==> config.mk <==
export PLATFORM = sky130hd
export DESIGN_NAME = spc_muldiv_seq
export DESIGN_NICKNAME = d
export VERILOG_FILES = /design/src/rtl/spc_muldiv_seq_pkg.sv /design/src/rtl/spc_muldiv_seq_muldiv.sv /design/src/rtl/spc_muldiv_seq.sv
export SDC_FILE = /design/constraint.sdc
export NUM_CORES = 1
export LEC_CHECK = 0
export ABC_CLOCK_PERIOD_IN_PS = 5900
export BUFFER_PORTS_ARGS = -buffer_cell sky130_fd_sc_hd__buf_2
export CAP_MARGIN = 20
export CORE_ASPECT_RATIO = 0.6
export CORE_MARGIN = 3
export CORE_UTILIZATION = 51
export DETAILED_ROUTE_END_ITERATION = 6
export PLACE_DENSITY = 0.73
export SLEW_MARGIN = 0
export SYNTH_ARGS = -nofsm -noshare
export SYNTH_HDL_FRONTEND = slang
export SYNTH_HIERARCHICAL = 1
export SYNTH_SLANG_ARGS = --single-unit
==> constraint.sdc <==
create_clock -name CLK -period 5.9 [get_ports CLK]
set_input_delay 0.59 -clock CLK [delete_from_list [all_inputs] [get_ports CLK]]
set_output_delay 0.59 -clock CLK [all_outputs]
set_load 0.005 [all_outputs]
==> src/rtl/spc_muldiv_seq_pkg.sv <==
// Shared types and constants for the SPC700 MUL/DIV sequencer.
// Holds the FSM state enum and the MulDiv secondary-op encodings.
package spc_muldiv_seq_pkg;

  typedef enum logic [2:0] {
    IDLE,
    LOAD,
    ITER,
    CAPT,
    PAD,
    FIN
  } MulDivSeqState_t;

  localparam logic [3:0] SEC_OP_LOAD = 4'b0000;
  localparam logic [3:0] SEC_OP_MUL  = 4'b1110;
  localparam logic [3:0] SEC_OP_DIV  = 4'b1111;

  typedef struct packed {
    logic [3:0] secOp;
  } MulDivCtrl_t;

endpackage

==> src/rtl/spc_muldiv_seq_muldiv.sv <==
// Iterative 8x8 multiply / 16/8 divide datapath (MulDiv).
// MUL RES is the value after the current step; DIV RES is registered.
module spc_muldiv_seq_muldiv
  import spc_muldiv_seq_pkg::*;
(
  input  logic        CLK,
  input  logic        RST_N,
  input  logic        EN,
  input  MulDivCtrl_t CTRL,
  input  logic [7:0]  A,
  input  logic [7:0]  X,
  input  logic [7:0]  Y,
  output logic [15:0] RES,
  output logic        V
);

  logic [7:0]  a_q;
  logic [7:0]  x_q;
  logic [15:0] sh_q;
  logic [14:0] acc_q;
  logic [7:0]  r_q;
  logic [8:0]  q_q;

  logic [15:0] acc_n;
  logic [8:0]  t;
  logic [8:0]  diff;
  logic        ge;
  logic [7:0]  r_n;

  // One shift-add (MUL) or restoring-subtract (DIV) step
  always_comb begin
    acc_n = {acc_q, 1'b0} + (sh_q[15] ? {8'h00, a_q} : 16'h0000);
    t     = {r_q, sh_q[8]};
    diff  = t - {1'b0, x_q};
    ge    = (t >= {1'b0, x_q});
    r_n   = ge ? diff[7:0] : t[7:0];
    RES   = (CTRL.secOp == SEC_OP_MUL) ? acc_n : {r_q, q_q[7:0]};
    V     = q_q[8];
  end

  // Operand load and iteration registers
  always_ff @(posedge CLK) begin
    if (!RST_N) begin
      a_q   <= '0;
      x_q   <= '0;
      sh_q  <= '0;
      acc_q <= '0;
      r_q   <= '0;
      q_q   <= '0;
    end else if (EN) begin
      case (CTRL.secOp)
        SEC_OP_LOAD: begin
          a_q   <= A;
          x_q   <= X;
          sh_q  <= {Y, A};
          acc_q <= '0;
          r_q   <= {1'b0, Y[7:1]};
          q_q   <= '0;
        end
        SEC_OP_MUL: begin
          acc_q <= acc_n[14:0];
          sh_q  <= {sh_q[14:0], 1'b0};
        end
        SEC_OP_DIV: begin
          r_q  <= r_n;
          q_q  <= {q_q[7:0], ge};
          sh_q <= {sh_q[14:0], 1'b0};
        end
        default: ;
      endcase
    end
  end

endmodule

==> src/rtl/spc_muldiv_seq.sv <==
// SPC700 MUL YA / DIV YA,X sequencer around one MulDiv datapath.
// Pads each op to a fixed EN-cycle latency and returns YA plus flags.
module spc_muldiv_seq
  import spc_muldiv_seq_pkg::*;
#(
  parameter int MUL_LAT = 9,
  parameter int DIV_LAT = 12
) (
  input  logic       CLK,
  input  logic       RST,
  input  logic       EN,
  input  logic       START,
  input  logic       OP,
  input  logic       ABORT,
  input  logic [7:0] A_IN,
  input  logic [7:0] X_IN,
  input  logic [7:0] Y_IN,
  output logic       BUSY,
  output logic       DONE,
  output logic [7:0] RES_A,
  output logic [7:0] RES_Y,
  output logic       FLG_N,
  output logic       FLG_Z,
  output logic       FLG_V,
  output logic       FLG_H
);

  if (MUL_LAT < 9) begin : g_bad_mul_lat
    $error("MUL_LAT must be >= 9");
  end
  if (DIV_LAT < 11) begin : g_bad_div_lat
    $error("DIV_LAT must be >= 11");
  end

  localparam int MAXLAT = (MUL_LAT > DIV_LAT) ? MUL_LAT : DIV_LAT;
  localparam int CW     = $clog2(MAXLAT + 1);

  localparam logic [CW-1:0] K_MUL_LAST = CW'(8);
  localparam logic [CW-1:0] K_DIV_LAST = CW'(9);
  localparam logic [CW-1:0] K_MUL_PAD  = CW'(MUL_LAT - 1);
  localparam logic [CW-1:0] K_DIV_PAD  = CW'(DIV_LAT - 1);
  localparam bit            MUL_PADS   = (MUL_LAT > 9);
  localparam bit            DIV_PADS   = (DIV_LAT > 11);

  MulDivSeqState_t state_q, state_d;
  logic [CW-1:0]   cnt_q, cnt_d;
  logic            accept;
  logic            mid;

  logic            op_q;
  logic [7:0]      a_q, x_q, y_q;
  logic            h_q;

  logic [3:0]      sec_op;
  logic            dp_en;
  logic            cap_mul;
  logic            cap_div;
  MulDivCtrl_t     ctrl;
  logic [15:0]     dp_res;
  logic            dp_v;

  assign mid  = (state_q == LOAD) || (state_q == ITER) ||
                (state_q == CAPT) || (state_q == PAD);
  assign BUSY = (state_q != IDLE);
  assign DONE = (state_q == FIN);
  assign ctrl = '{secOp: sec_op};

  // State and step counter register
  always_ff @(posedge CLK) begin
    if (RST) begin
      state_q <= IDLE;
      cnt_q   <= '0;
    end else begin
      state_q <= state_d;
      cnt_q   <= cnt_d;
    end
  end

  // Next state: step through the phases, abort, back-to-back accept
  always_comb begin
    state_d = state_q;
    cnt_d   = cnt_q;
    accept  = 1'b0;
    if (EN) begin
      unique case (state_q)
        IDLE: accept = START;
        LOAD: begin
          state_d = ITER;
          cnt_d   = cnt_q + 1'b1;
        end
        ITER: begin
          cnt_d = cnt_q + 1'b1;
          if (!op_q && cnt_q == K_MUL_LAST)
            state_d = MUL_PADS ? PAD : FIN;
          else if (op_q && cnt_q == K_DIV_LAST)
            state_d = CAPT;
        end
        CAPT: begin
          cnt_d   = cnt_q + 1'b1;
          state_d = DIV_PADS ? PAD : FIN;
        end
        PAD: begin
          cnt_d = cnt_q + 1'b1;
          if (cnt_q == (op_q ? K_DIV_PAD : K_MUL_PAD))
            state_d = FIN;
        end
        FIN: begin
          accept  = START;
          state_d = IDLE;
          cnt_d   = '0;
        end
        default: state_d = IDLE;
      endcase
      if (ABORT && mid) begin
        state_d = IDLE;
        cnt_d   = '0;
      end
      if (accept) begin
        state_d = LOAD;
        cnt_d   = '0;
      end
    end
  end

  // Datapath control and capture strobes per state
  always_comb begin
    sec_op  = SEC_OP_LOAD;
    dp_en   = 1'b0;
    cap_mul = 1'b0;
    cap_div = 1'b0;
    unique case (state_q)
      LOAD: dp_en = EN;
      ITER: begin
        sec_op  = op_q ? SEC_OP_DIV : SEC_OP_MUL;
        dp_en   = EN;
        cap_mul = EN && !ABORT && !op_q &&
                  (cnt_q == K_MUL_LAST);
      end
      CAPT: begin
        sec_op  = SEC_OP_DIV;
        cap_div = EN && !ABORT;
      end
      default: ;
    endcase
  end

  // Operand latches, loaded only on START acceptance
  always_ff @(posedge CLK) begin
    if (RST) begin
      op_q <= 1'b0;
      a_q  <= '0;
      x_q  <= '0;
      y_q  <= '0;
    end else if (accept) begin
      op_q <= OP;
      a_q  <= A_IN;
      x_q  <= X_IN;
      y_q  <= Y_IN;
    end
  end

  // Half-carry for DIV, taken from the latched operands at LOAD
  always_ff @(posedge CLK) begin
    if (RST)
      h_q <= 1'b0;
    else if (EN && state_q == LOAD)
      h_q <= (y_q[3:0] >= x_q[3:0]);
  end

  // Result and flag registers, written only on a capture
  always_ff @(posedge CLK) begin
    if (RST) begin
      RES_A <= '0;
      RES_Y <= '0;
      FLG_N <= 1'b0;
      FLG_Z <= 1'b0;
      FLG_V <= 1'b0;
      FLG_H <= 1'b0;
    end else if (cap_mul) begin
      RES_A <= dp_res[7:0];
      RES_Y <= dp_res[15:8];
      FLG_N <= dp_res[15];
      FLG_Z <= (dp_res[15:8] == 8'h00);
      FLG_V <= 1'b0;
      FLG_H <= 1'b0;
    end else if (cap_div) begin
      RES_A <= dp_res[7:0];
      RES_Y <= dp_res[15:8];
      FLG_N <= dp_res[7];
      FLG_Z <= (dp_res[7:0] == 8'h00);
      FLG_V <= dp_v;
      FLG_H <= h_q;
    end
  end

  spc_muldiv_seq_muldiv u_muldiv (
    .CLK   (CLK),
    .RST_N (~RST),
    .EN    (dp_en),
    .CTRL  (ctrl),
    .A     (a_q),
    .X     (x_q),
    .Y     (y_q),
    .RES   (dp_res),
    .V     (dp_v)
  );

endmodule

Word level (Yosys, flattened, before mapping)
Cells that the tools add are included.

storage, ports and cells
  bits in registers = 117
  output and inout port bits = 22
  word-level logic and storage cells = 103

operators by class
  $add $sub $neg = 3
  order comparisons = 2
  equal/unequal tests = 13
  multiplexer cells = 33
  reductions and logical operators = 33

operators with widths
  operator                                                                  count
  8-bit two-way mux                                                         6
  16-bit one-hot mux with 2 select lines                                    1
  15-bit one-hot mux with 2 select lines                                    1
  9-bit one-hot mux with 2 select lines                                     1
  16-bit adder                                                              1
  4-bit == test (second input constant)                                     4
  8-bit logical NOT                                                         2
  16-bit two-way mux                                                        1
  4-bit one-hot mux with 2 select lines                                     2
  8-bit one-hot mux with 2 select lines                                     1
  3-bit two-way mux                                                         5
  3-bit one-hot mux with 5 select lines                                     1
  1-bit two-way mux                                                         11
  2-bit AND reduction                                                       5
  9-bit by 8-bit greater-or-equal comparator with 1-bit output              1
  4-bit two-way mux                                                         2
  2-bit nonzero test                                                        4
  2-bit OR reduction                                                        4
  8-bit subtractor                                                          1
  1-bit logical AND                                                         7
  3-bit by 2-bit == test with 1-bit output (second input constant)          2
  3-bit == test (second input constant)                                     2
  5-bit by 1-bit inequality test with 1-bit output (second input constant)  1
  4-bit by 1-bit adder with 4-bit output (second input constant)            1
  other kinds (14)                                                          17

Longest topological paths before layout
Gate-level depths: netlist (run 1).

  depth after elaboration = 7
  mapped depth = 14

By module
Netlist (run 1), hierarchy kept.

by module, submodules not included
  module                 instances  cells each  area an instance (µm²)  sequential area each (µm²)
  spc_muldiv_seq_muldiv  1          472         3558.4                  1281.2
  spc_muldiv_seq         1          269         2541.2                  1061.0

Worst setup path after synthesis (run 1)
No wires, ideal clock.

  path type = register to register
  from = register u_muldiv.sh_q[15]
  to = register FLG_Z
  setup time = 0.122 ns
  arrival = 2.754 ns
  path slack = 3.025 ns
  stages on the path, launching flop included = 14
  path buffers = 0
  period minus slack after synthesis = 2.875 ns
  cell sequence = dfxtp_1 -> and2_1 -> ha_1 -> inv_1 -> fa_1 -> and2b_1 -> o21ai_2 -> a2111oi_4 -> o2111ai_1 -> xor2_1 -> o21ai_2 -> nor4_1 -> and3_1 -> o311a_1

between the ends
  elaborated cells on any way between the ends = 7
  those cells by class = 1 x add/sub; 4 x mux; 2 x reduce/logical

RTL lines
  element                 line                         RTL
  from (decl)             spc_muldiv_seq_muldiv.sv:19  logic [15:0] sh_q;
  from (signal assigned)  spc_muldiv_seq_muldiv.sv:55  sh_q <= {Y, A};
  from (signal assigned)  spc_muldiv_seq_muldiv.sv:62  sh_q <= {sh_q[14:0], 1'b0};
  from (signal assigned)  spc_muldiv_seq_muldiv.sv:67  sh_q <= {sh_q[14:0], 1'b0};
  8-bit two-way mux       spc_muldiv_seq_muldiv.sv:32  acc_n = {acc_q, 1'b0} + (sh_q[15] ? {8'h00, a_q} : 16'h0000);
  16-bit adder            spc_muldiv_seq_muldiv.sv:32
  16-bit two-way mux      spc_muldiv_seq_muldiv.sv:37  RES = (CTRL.secOp == SEC_OP_MUL) ? acc_n : {r_q, q_q[7:0]};
  via dp_res[15]          spc_muldiv_seq.sv:59         logic [15:0] dp_res;
  8-bit logical NOT       spc_muldiv_seq.sv:183        FLG_Z <= (dp_res[15:8] == 8'h00);
  1-bit two-way mux       spc_muldiv_seq.sv:179        end else if (cap_mul) begin
  to (signal assigned)    spc_muldiv_seq.sv:183
  to (signal assigned)    spc_muldiv_seq.sv:190        FLG_Z <= (dp_res[7:0] == 8'h00);
  to (decl)               spc_muldiv_seq.sv:23         output logic FLG_Z,

The timed path passes the listed nets, and every way through them passes these cells. The select of a mux whose other input is x is not followed.
A chain may end at the register's enable or synchronous reset.

==> run_results.csv, run 1 <==
group,metric,value,unit
status,status,"completed",
worst_hold_path,min_to,"x_q[3]",
placed_design,dpl.hpwl,11140,um
grt,met3_usage,0.07372,
timing,rsz0062_at_grt,"no",
worst_hold_path,hp-start,"X_IN[3]",
worst_setup_path,reg2reg_to,"FLG_Z",
placed_design,gp_congestion,0.8887,
timing,period_share,0.7303,
timing,drv_slew,0,
worst_setup_path,crit_chain,"inv_1 > nor2_2 > and3_1 > nand2b_1 > nor3_1 > a21o_1 > nor4_1 > nand2_1 > nor2_1 > o311a_1",
power,peakVddDrop,201.6,uV
power,leakage,2.842,nW
grt,grt_pass1_wl,25560,um
clock_network,cts_tree,"yes",
clock_network,clk_pin_slew,60,ps
grt,globalRoute.busiestLayer,"met2",
clock_network,cts_buffer_depth,2,
synth,yosysUniqueCellTypes,71,
clock_network,cts.sinks,117,
cells_and_area,syn2layout_area_growth,13.62,%
synth,ys_async_sr_fraction,0,
clock_network,cts_resized,0,
cells_and_area,drive_above_1_share,0.1325,
synth,syn_avg_cell_area,8.232,sq um
worst_setup_path,critPathCaptureType,"register",
grt,grt_pass1_vias,5013,
synth,ys_top_cells_by_count,"dfxtp_1 (117), nand2_1 (113), nor2_1 (99), mux2i_1 (43), a21oi_1 (40)",
synth,yosysWarningCount,6,
grt,grt_util_met2,0.3488,
worst_setup_path,max_stage_delay,800,ps
floorplan,coreArea,11490,sq um
worst_setup_path,ff2ff_path_depth,10,
route,vias_per_cell,5.640,
clock_network,htree_levels,4,
synth,yosys.area_share.adder,0.05169,
grt,use_met1,0.3299,
grt,grt_max_degree,53,
cells_and_area,diodes,0,
timing,hold_viol,0,
power,total_power,0.001955,W
synth,synth_top_area_cell,"dfxtp_1",
worst_hold_path,hold_path_depth,3,
synth,synthSimpleGateAreaFrac,0.2267,
synth,synth_area_leaders,"dfxtp_1 (38%), mux2i_1 (7.1%), nand2_1 (7.0%), nor2_1 (6.1%), ha_1 (4.5%)",
cells_and_area,utilization,0.6034,
synth,postSynthCellCount,741,
floorplan,die-area,13350,sq um
timing,fin_crit,4309,ps
synth,synth-xor-area-share,0.02010,
worst_setup_path,crit_slowest_cell,"and3_1",
synth,syn_area,6100,sq um
worst_setup_path,path_class,"register to register",
synth,muxShareOfSynthArea,0.07426,
timing,tightest_slew,1079,ps
clock_network,clock_latency,410,ps
synth,synth.yosys.seq_area_share,0.3840,
clock_network,cts-buffers-inserted,17,
timing,setup_viol,0,
worst_setup_path,cp-start-kind,"register",
synth,syn-num-nets,795,
floorplan,initial_core_util,0.5310,
clock_network,cts_root_buf,"clkbuf_16",
clock_network,postCtsHoldBufs,0,
floorplan,die_w,147.2,um
placed_design,port-buffer-count,51,
route,num_vias,5330,
cells_and_area,final_nets,826,
worst_setup_path,required,6200,ps
grt,overflow,0,
worst_hold_path,hp-class,"input pin to register",
worst_setup_path,r2r_start,"state_q[1]",
power,p_per_area,282.0,nW/um^2
grt,grt_usage,0.2355,
synth,ys_ff_latch,117,
timing,finalClockSkew,7.228,ps
synth,netlist.area_leader.share,0.3840,
route,first_pass_iters,5,
timing,fmax,232.1,MHz
floorplan,die_h,90.71,um
worst_setup_path,arrival,4610,ps
clock_network,cts_setup_buffers,0,
synth,synth-compound-area-share,0.1863,
route,drc_errors,0,
synth,synth.most_common_cell,"dfxtp_1",
synth,synth_edf_count,0,
synth,synth_top_family_by_area,"simple AND/OR/NAND/NOR gates",
timing,max_slew_margin,0.2797,
grt,antenna_found_initial,0,
worst_setup_path,r2r_slack,1590,ps
flow_run,cap_violations,0,
timing,finalSetupTns,0,ps
floorplan,num_rows,30,
route,drt_first_iter_violations,459,
synth,synthFlopType,"dfxtp_1",
floorplan,num_io_pins,52,
route,avgRoutedWirePerCell,16.41,um
route,wirelength,15510,um
route,drtAntennaViolNets,0,
worst_setup_path,cp_max_fo,30,
==> state kept, by name, summed over array words and instances (netlist names) <==
name / cells
FLG_V: 1
x_q: 8
u_muldiv/sh_q: 16
cnt_q: 4
a_q: 8
u_muldiv/r_q: 8
FLG_Z: 1
FLG_N: 1
FLG_H: 1
RES_A: 8
RES_Y: 8
u_muldiv/a_q: 8
u_muldiv/acc_q: 15
u_muldiv/q_q: 9
y_q: 8
h_q: 1
u_muldiv/x_q: 8
state_q: 3
op_q: 1
==> final cells by class <==
type / instances / area [sq um]
fillers: 1024 / 4556
repair buffers: 53 / 270.3
multi-input cells: 554 / 3410
clock inverters: 13 / 146.4
flip-flops and latches: 117 / 2342
clock buffers: 19 / 452.9
inverters: 29 / 108.9
well taps: 160 / 200.2
==> worst max-delay path by stage <==
stage	cells past startpoint	start	to	slack, ps
floorplan	13	u_muldiv/sh_q[15]	FLG_Z	3020
global placement	10	state_q[1]	FLG_Z	2000
detailed placement	10	state_q[1]	FLG_Z	1780
CTS	10	state_q[1]	FLG_Z	1700
global route	10	state_q[1]	FLG_Z	1160
finish	10	state_q[1]	FLG_Z	1590
==> critical path: cells and delay by family (launching register included) <==
kind                   cells  cell delay [ps]
AND/OR/NAND/NOR            7             2830
flip-flops                 1              710
AO/OA/AOI/OAI              2              470
buffers and inverters      1              200
==> kinds of logic after synthesis <==
kind of cell    after synthesis
mux                          45
compound gates              168
simple gates                303
buf+inv                      70
fa+ha+maj                    24
xor+xnor                     14
flops                       117
==> metrics by stage <==
step,std cells,hold WS (ps),worst slack (ps),instance area [sq um]
final,945,402.7,1591,6930
after global placement,913,443.5,2004,6331
after detailed placement,913,444.9,1778,6331
after floorplan,741,431.2,3025,6100
after CTS,945,392.4,1699,6930
after global routing,945,404.0,1160,6930
==> metal layers <==
layer	wire, um	part of all wire	up-vias
li1	-	-	2663
met1	7577	0.49	2483
met2	6674	0.43	169
met3	1120	0.072	15
met4	136	0.0088	0
met5	0	0	-
==> power breakdown <==
group / internal, W / switching [W] / leakage (nW) / total, W
sequential: 0.000803 / 0.0000130 / 0.946 / 0.000816
clock: 0.000650 / 0.000390 / 0.291 / 0.00104
combinational: 0.0000389 / 0.0000590 / 1.60 / 0.0000980
==> placed cells by master, fill, tap and decap left out, types with 3 or more instances in the layout <==
| cell type | n |
|---|---|
| a211oi_1 | 7 |
| a21o_1 | 10 |
| a21oi_1 | 40 |
| a22oi_1 | 11 |
| a311oi_1 | 15 |
| a31oi_1 | 5 |
| and2_1 | 9 |
| and3_1 | 6 |
| and4_1 | 3 |
| buf_2 | 51 |
| clkbuf_16 | 17 |
| dfxtp_1 | 117 |
| ha_1 | 22 |
| inv_1 | 29 |
| inv_6 | 5 |
| mux2i_1 | 43 |
| nand2_1 | 113 |
| nand2b_1 | 10 |
| nand3_1 | 18 |
| nand4_1 | 3 |
| nor2_1 | 99 |
| nor2_2 | 3 |
| nor2b_1 | 4 |
| nor3_1 | 15 |
| nor4_1 | 5 |
| o211ai_1 | 4 |
| o21a_1 | 4 |
| o21ai_0 | 33 |
| o21ai_1 | 13 |
| o31ai_1 | 3 |
| xnor2_1 | 4 |
| xor2_1 | 10 |
Note: power is estimated with default switching activity, not from simulation.
==> run 2, diff against run 1 <==
- ABC_CLOCK_PERIOD_IN_PS: 5900 -> 4300
- clock period: 5.9 -> 4.3 ns (I/O delays scaled with it)
==> run 2 against run 1 <==
Register-to-register slack got worse by 1100 ps. Combinational power increased by 41%. Highest routed layer unchanged. Core utilization rose by 0.48 points. Largest cell class unchanged. First-iteration DRC count rose by 5.9%. Clock skew increased by 1.4 ps. Non-clock buffer count increased by 4. Sequential power grew 37%. Routed wire length increased by 0.95%. Critical path depth is 1 higher. Sequential cell count unchanged. Critical endpoint unchanged. Sequential share of layout area down 0.27 points. Clock-buffer cell count did not move.
==> run_results.csv, run 2 (synthesized netlist as in run 1, its figures left out) <==
group,metric,value,unit
clock_network,cts_buffer_depth,2,
grt,grt_pass1_vias,4961,
timing,hold_viol,0,
power,total_power,0.002728,W
clock_network,cts.sinks,117,
power,p_sw,0.0006217,W
floorplan,die_w,147.2,um
cells_and_area,fin_cells,949,
placed_design,dpl.hpwl,11280,um
route,avgRoutedWirePerCell,16.50,um
cells_and_area,reg_top3,"u_muldiv/sh_q (16), u_muldiv/acc_q (15), u_muldiv/q_q (9)",
power,p_sw_frac,0.2279,
worst_setup_path,max_stage_delay,680,ps
cells_and_area,multi_input_area,3410,sq um
worst_hold_path,hold_path_depth,3,
clock_network,cts_resized,0,
power,pwr-share-seq,0.411,
grt,overflow,0,
floorplan,num_rows,30,
floorplan,coreArea,11490,sq um
clock_network,htree_levels,4,
timing,setup_viol,0,
cells_and_area,mostFrequentLayoutCell,"dfxtp_1",
worst_setup_path,arrival,4090,ps
timing,tightest_slew,1033,ps
floorplan,die-area,13350,sq um
clock_network,cts_root_buf,"clkbuf_16",
placed_design,dp_cells,917,
power,p_per_area,390.5,nW/um^2
flow_run,cap_violations,0,
floorplan,initial_core_util,0.5310,
worst_setup_path,required,4590,ps
route,first_pass_iters,5,
cells_and_area,top_register,"u_muldiv/sh_q",
route,vias_per_cell,5.721,
clock_network,clock_latency,410,ps
power,intPower,0.002106,W
power,leakage,2.870,nW
timing,finalSetupTns,0,ps
grt,grt_max_degree,52,
route,drt_first_iter_violations,486,
worst_setup_path,ff2ff_path_depth,11,
status,status,"completed",
floorplan,die_h,90.71,um
power,peakVddDrop,268.8,uV
placed_design,gp_congestion,0.8786,
cells_and_area,final_nets,830,
cells_and_area,fillers,988,
clock_network,cts_tree,"yes",
cells_and_area,syn2layout_area_growth,14.52,%
route,wirelength,15660,um
cells_and_area,final_cell_mix,"dfxtp_1 (117), nand2_1 (113), nor2_1 (99)",
worst_setup_path,critPathCaptureType,"register",
timing,period_share,0.8839,
clock_network,cts_setup_buffers,0,
timing,fmax,263.1,MHz
cells_and_area,diodes,0,
placed_design,port-buffer-count,51,
power,p_comb_frac,0.051,
worst_hold_path,hp-class,"input pin to register",
worst_setup_path,cp-start-kind,"register",
grt,grt_usage,0.2363,
timing,finalClockSkew,8.614,ps
route,num_vias,5429,
worst_setup_path,crit_chain,"inv_1 > nor2_2 > and3_1 > buf_4 > nand2b_1 > nor3_1 > a21o_1 > nor4_1 > nand2_1 > nor2_1 > o311a_1",
floorplan,num_io_pins,52,
clock_network,clk_pin_slew,60,ps
clock_network,cts-buffers-inserted,17,
worst_setup_path,crit_slowest_cell,"dfxtp_1",
cells_and_area,largest_register_ffs,16,
timing,fin_crit,3801,ps
grt,grt_pass1_wl,25450,um
cells_and_area,drive_above_1_share,0.1369,
timing,drv_slew,0,
timing,rsz0062_at_grt,"no",
grt,antenna_found_initial,0,
power,pwr-share-clk,0.539,
cells_and_area,ff_latch_area,2342,sq um
worst_setup_path,path_class,"register to register",
worst_setup_path,cp_max_fo,30,
route,drc_errors,0,
clock_network,postCtsHoldBufs,0,
timing,max_slew_margin,0.3113,
route,drtAntennaViolNets,0,
-- run 2: changes by cell type in the layout (fill, tap and decap cells not counted), sizes merged --
| cell | delta |
|---|---|
| buf | +4 |
| inv | -2 |
| bufinv | +1 |
| clkinv | +1 |
-- run 2: cell type report --
cell class                 instances  share of cell area
tap                              160             0.02866
multi-input combinational        554              0.4881
timing repair buffer              57             0.04299
inverter                          29             0.01558
clock buffer                      19             0.06484
clock inverter                    13             0.02454
sequential                       117              0.3353
-- run 2: power by group through the flow --
| stage | Combinational (W) | Clock (W) | Sequential [W] |
|---|---|---|---|
| floorplan | 0.000103 | 0 | 0.00113 |
| global placement | 0.000130 | 0 | 0.00114 |
| detailed placement | 0.000135 | 0 | 0.00114 |
| CTS | 0.000136 | 0.00149 | 0.00112 |
| global route | 0.000153 | 0.00154 | 0.00112 |
| finish | 0.000138 | 0.00147 | 0.00112 |
-- run 2: metrics by stage --
stage	setup WS (ps)	utilization	hold WS, ps	cell area [sq um]
2_1_floorplan	1425	-	431.2	6100
4_1_cts	607.2	0.6082	230.8	6985
3_5_place_dp	622.5	0.5538	446.3	6361
6_report	499.1	0.6082	243.5	6985
5_1_grt	126.1	0.6082	239.1	6985
3_3_place_gp	843.2	0.5538	440.2	6361
-- run 2: per-layer routing --
| layer | routed length (um) | global-route usage | vias up | share of wire |
|---|---|---|---|---|
| met1 | 7568 | 0.3425 | 2550 | 0.48 |
| met4 | 125 | 0.05891 | 0 | 0.0080 |
| met3 | 1210 | 0.04915 | 15 | 0.077 |
| met5 | 0 | 0 | - | 0 |
| li1 | - | - | 2659 | - |
| met2 | 6751 | 0.3595 | 205 | 0.43 |
-- run 2: worst paths after layout --
| kind | startpoint | to | slack (ps) |
|---|---|---|---|
| worst max register to register | state_q[1] | FLG_Z | 500 |
| worst min-delay path | X_IN[1] | x_q[1] | 240 |
| worst max-delay path | state_q[1] | FLG_Z | 500 |
| worst min register to register | u_muldiv/x_q[5] | u_muldiv/x_q[5] | 460 |
-- run 2: worst max-delay path: cells and delay by family (launching register included) --
family	cells	cell delay (ps)
buf+inv	2	450
simple gates	7	2090
compound gates	2	470
flops	1	680
==> run 3, diff against run 2 <==
- BUFFER_PORTS_ARGS: -buffer_cell sky130_fd_sc_hd__buf_2 -> default
- CELL_PAD_IN_SITES_DETAIL_PLACEMENT: default -> 0
- CELL_PAD_IN_SITES_GLOBAL_PLACEMENT: default -> 1
- CORE_UTILIZATION: 51 -> 48
- DONT_BUFFER_PORTS: default -> 1
- GPL_ROUTABILITY_DRIVEN: default -> 0
- PLACE_DENSITY: 0.73 -> 0.83
==> run 3 against run 2 <==
Worst setup slack better by 180 ps. Core utilization decreased by 6.0 points. First-iteration DRC count down 20%. Sequential cell count is the same. Cell count decreased by 4.8%. Total power fell by 3.4%. Clock power shrank 5%. Clock skew down 3.3 ps. Critical path depth fell by 1. Critical path type unchanged. Routed wire length rose by 3.1%. Sequential power about the same.
==> run_results.csv, run 3 (synthesized netlist as in run 1, its figures left out) <==
group,metric,value,unit
floorplan,num_io_pins,52,
route,avgRoutedWirePerCell,17.88,um
grt,grt_pass1_vias,4839,
route,drc_errors,0,
placed_design,dp_cells,871,
worst_setup_path,ff2ff_path_depth,10,
flow_run,cap_violations,0,
timing,period_share,0.8425,
route,drtAntennaViolNets,0,
worst_setup_path,required,4650,ps
timing,rsz0062_at_grt,"no",
floorplan,num_rows,31,
timing,tightest_slew,1056,ps
timing,fmax,276.0,MHz
clock_network,cts_resized,0,
placed_design,port-buffer-count,0,
clock_network,cts_setup_buffers,0,
cells_and_area,final_nets,779,
route,first_pass_iters,6,
worst_setup_path,cp_max_fo,25,
power,p_per_area,393.4,nW/um^2
cells_and_area,diodes,0,
clock_network,cts-buffers-inserted,17,
cells_and_area,drive_above_1_share,0.07453,
power,leakage,2.605,nW
timing,fin_crit,3623,ps
clock_network,cts_tree,"yes",
timing,max_slew_margin,0.2958,
cells_and_area,mostFrequentLayoutCell,"dfxtp_1",
cells_and_area,top_register,"u_muldiv/sh_q",
clock_network,cts.sinks,117,
floorplan,coreArea,12220,sq um
clock_network,cts_root_buf,"clkbuf_16",
route,drt_first_iter_violations,391,
route,vias_per_cell,5.795,
timing,hold_viol,0,
cells_and_area,final_cell_mix,"dfxtp_1 (117), nand2_1 (113), nor2_1 (99)",
cells_and_area,reg_top3,"u_muldiv/sh_q (16), u_muldiv/acc_q (15), u_muldiv/q_q (9)",
clock_network,htree_levels,4,
grt,antenna_found_initial,0,
route,num_vias,5233,
floorplan,die-area,14140,sq um
power,peakVddDrop,266.9,uV
route,wirelength,16150,um
worst_setup_path,critPathCaptureType,"register",
clock_network,cts_buffer_depth,2,
timing,finalSetupTns,0,ps
worst_hold_path,hold_path_depth,1,
cells_and_area,fin_cells,903,
grt,overflow,0,
grt,grt_usage,0.2358,
floorplan,initial_core_util,0.4992,
placed_design,dpl.hpwl,11760,um
timing,finalClockSkew,5.313,ps
floorplan,die_h,93.32,um
cells_and_area,fillers,1139,
clock_network,clock_latency,410,ps
grt,grt_pass1_wl,25920,um
timing,drv_slew,0,
status,status,"completed",
cells_and_area,largest_register_ffs,16,
clock_network,postCtsHoldBufs,0,
worst_setup_path,cp-start-kind,"register",
grt,grt_max_degree,53,
cells_and_area,utilization,0.5482,
floorplan,die_w,151.5,um
cells_and_area,syn2layout_area_growth,9.805,%
worst_hold_path,hp-class,"input pin to register",
worst_setup_path,arrival,3970,ps
worst_setup_path,path_class,"register to register",
clock_network,clk_pin_slew,60,ps
timing,setup_viol,0,
[run 3: stage by stage]
| step | hold WS (ps) | total power, W | instance area [sq um] | worst slack, ps |
|---|---|---|---|---|
| global route | 70.57 | 0.002732 | 6698 | 352.7 |
| finish | 88.54 | 0.002635 | 6698 | 677.2 |
| global placement | 443.7 | 0.001251 | 6112 | 985.9 |
| CTS | 74.05 | 0.002651 | 6698 | 731.7 |
| detailed placement | 445.1 | 0.001254 | 6112 | 741.3 |
| floorplan | 431.2 | 0.001238 | 6100 | 1425 |
[run 3: path summary, 6_finish.rpt]
path / start / to / slack, ps
min reg2reg: u_muldiv/x_q[7] / u_muldiv/x_q[7] / 460
max: state_q[1] / FLG_Z / 680
min: RST / cnt_q[3] / 90
max reg2reg: state_q[1] / FLG_Z / 680
[run 3: final cells by class]
| class | instances | area, sq um | share of cell area |
|---|---|---|---|
| Clock inverter | 11 | 125.1 | 0.01868 |
| Tap cell | 165 | 206.4 | 0.03082 |
| Inverter | 29 | 108.9 | 0.01625 |
| Clock buffer | 21 | 460.4 | 0.06875 |
| Timing Repair Buffer | 6 | 45.04 | 0.006725 |
| Multi-Input combinational cell | 554 | 3410 | 0.5091 |
| Sequential cell | 117 | 2342 | 0.3497 |
[run 3: where the power goes]
part	leakage (nW)	switching, W	internal (W)
combinational	1.39	0.0000686	0.0000447
sequential	0.946	0.0000167	0.00110
clock	0.272	0.000518	0.000884
[run 3: worst max-delay path, stage by stage, from the launching register on]
cell	delay (ps)
dfxtp_1	670
inv_1	190
nor2_2	550
o21a_1	330
nand2b_1	690
nor3_1	190
a21o_1	220
nor4_1	350
nand2_1	110
nor2_1	100
o311a_1	160
[run 3: per-layer routing]
layer | GRT usage | share of wire | routed length, um | vias to the layer above
met4 | 0.06801 | 0.012 | 195 | 0
met2 | 0.3443 | 0.43 | 6873 | 173
met1 | 0.3472 | 0.50 | 8030 | 2480
li1 | - | - | - | 2559
met3 | 0.05327 | 0.065 | 1047 | 21
met5 | 0 | 0 | 0 | -
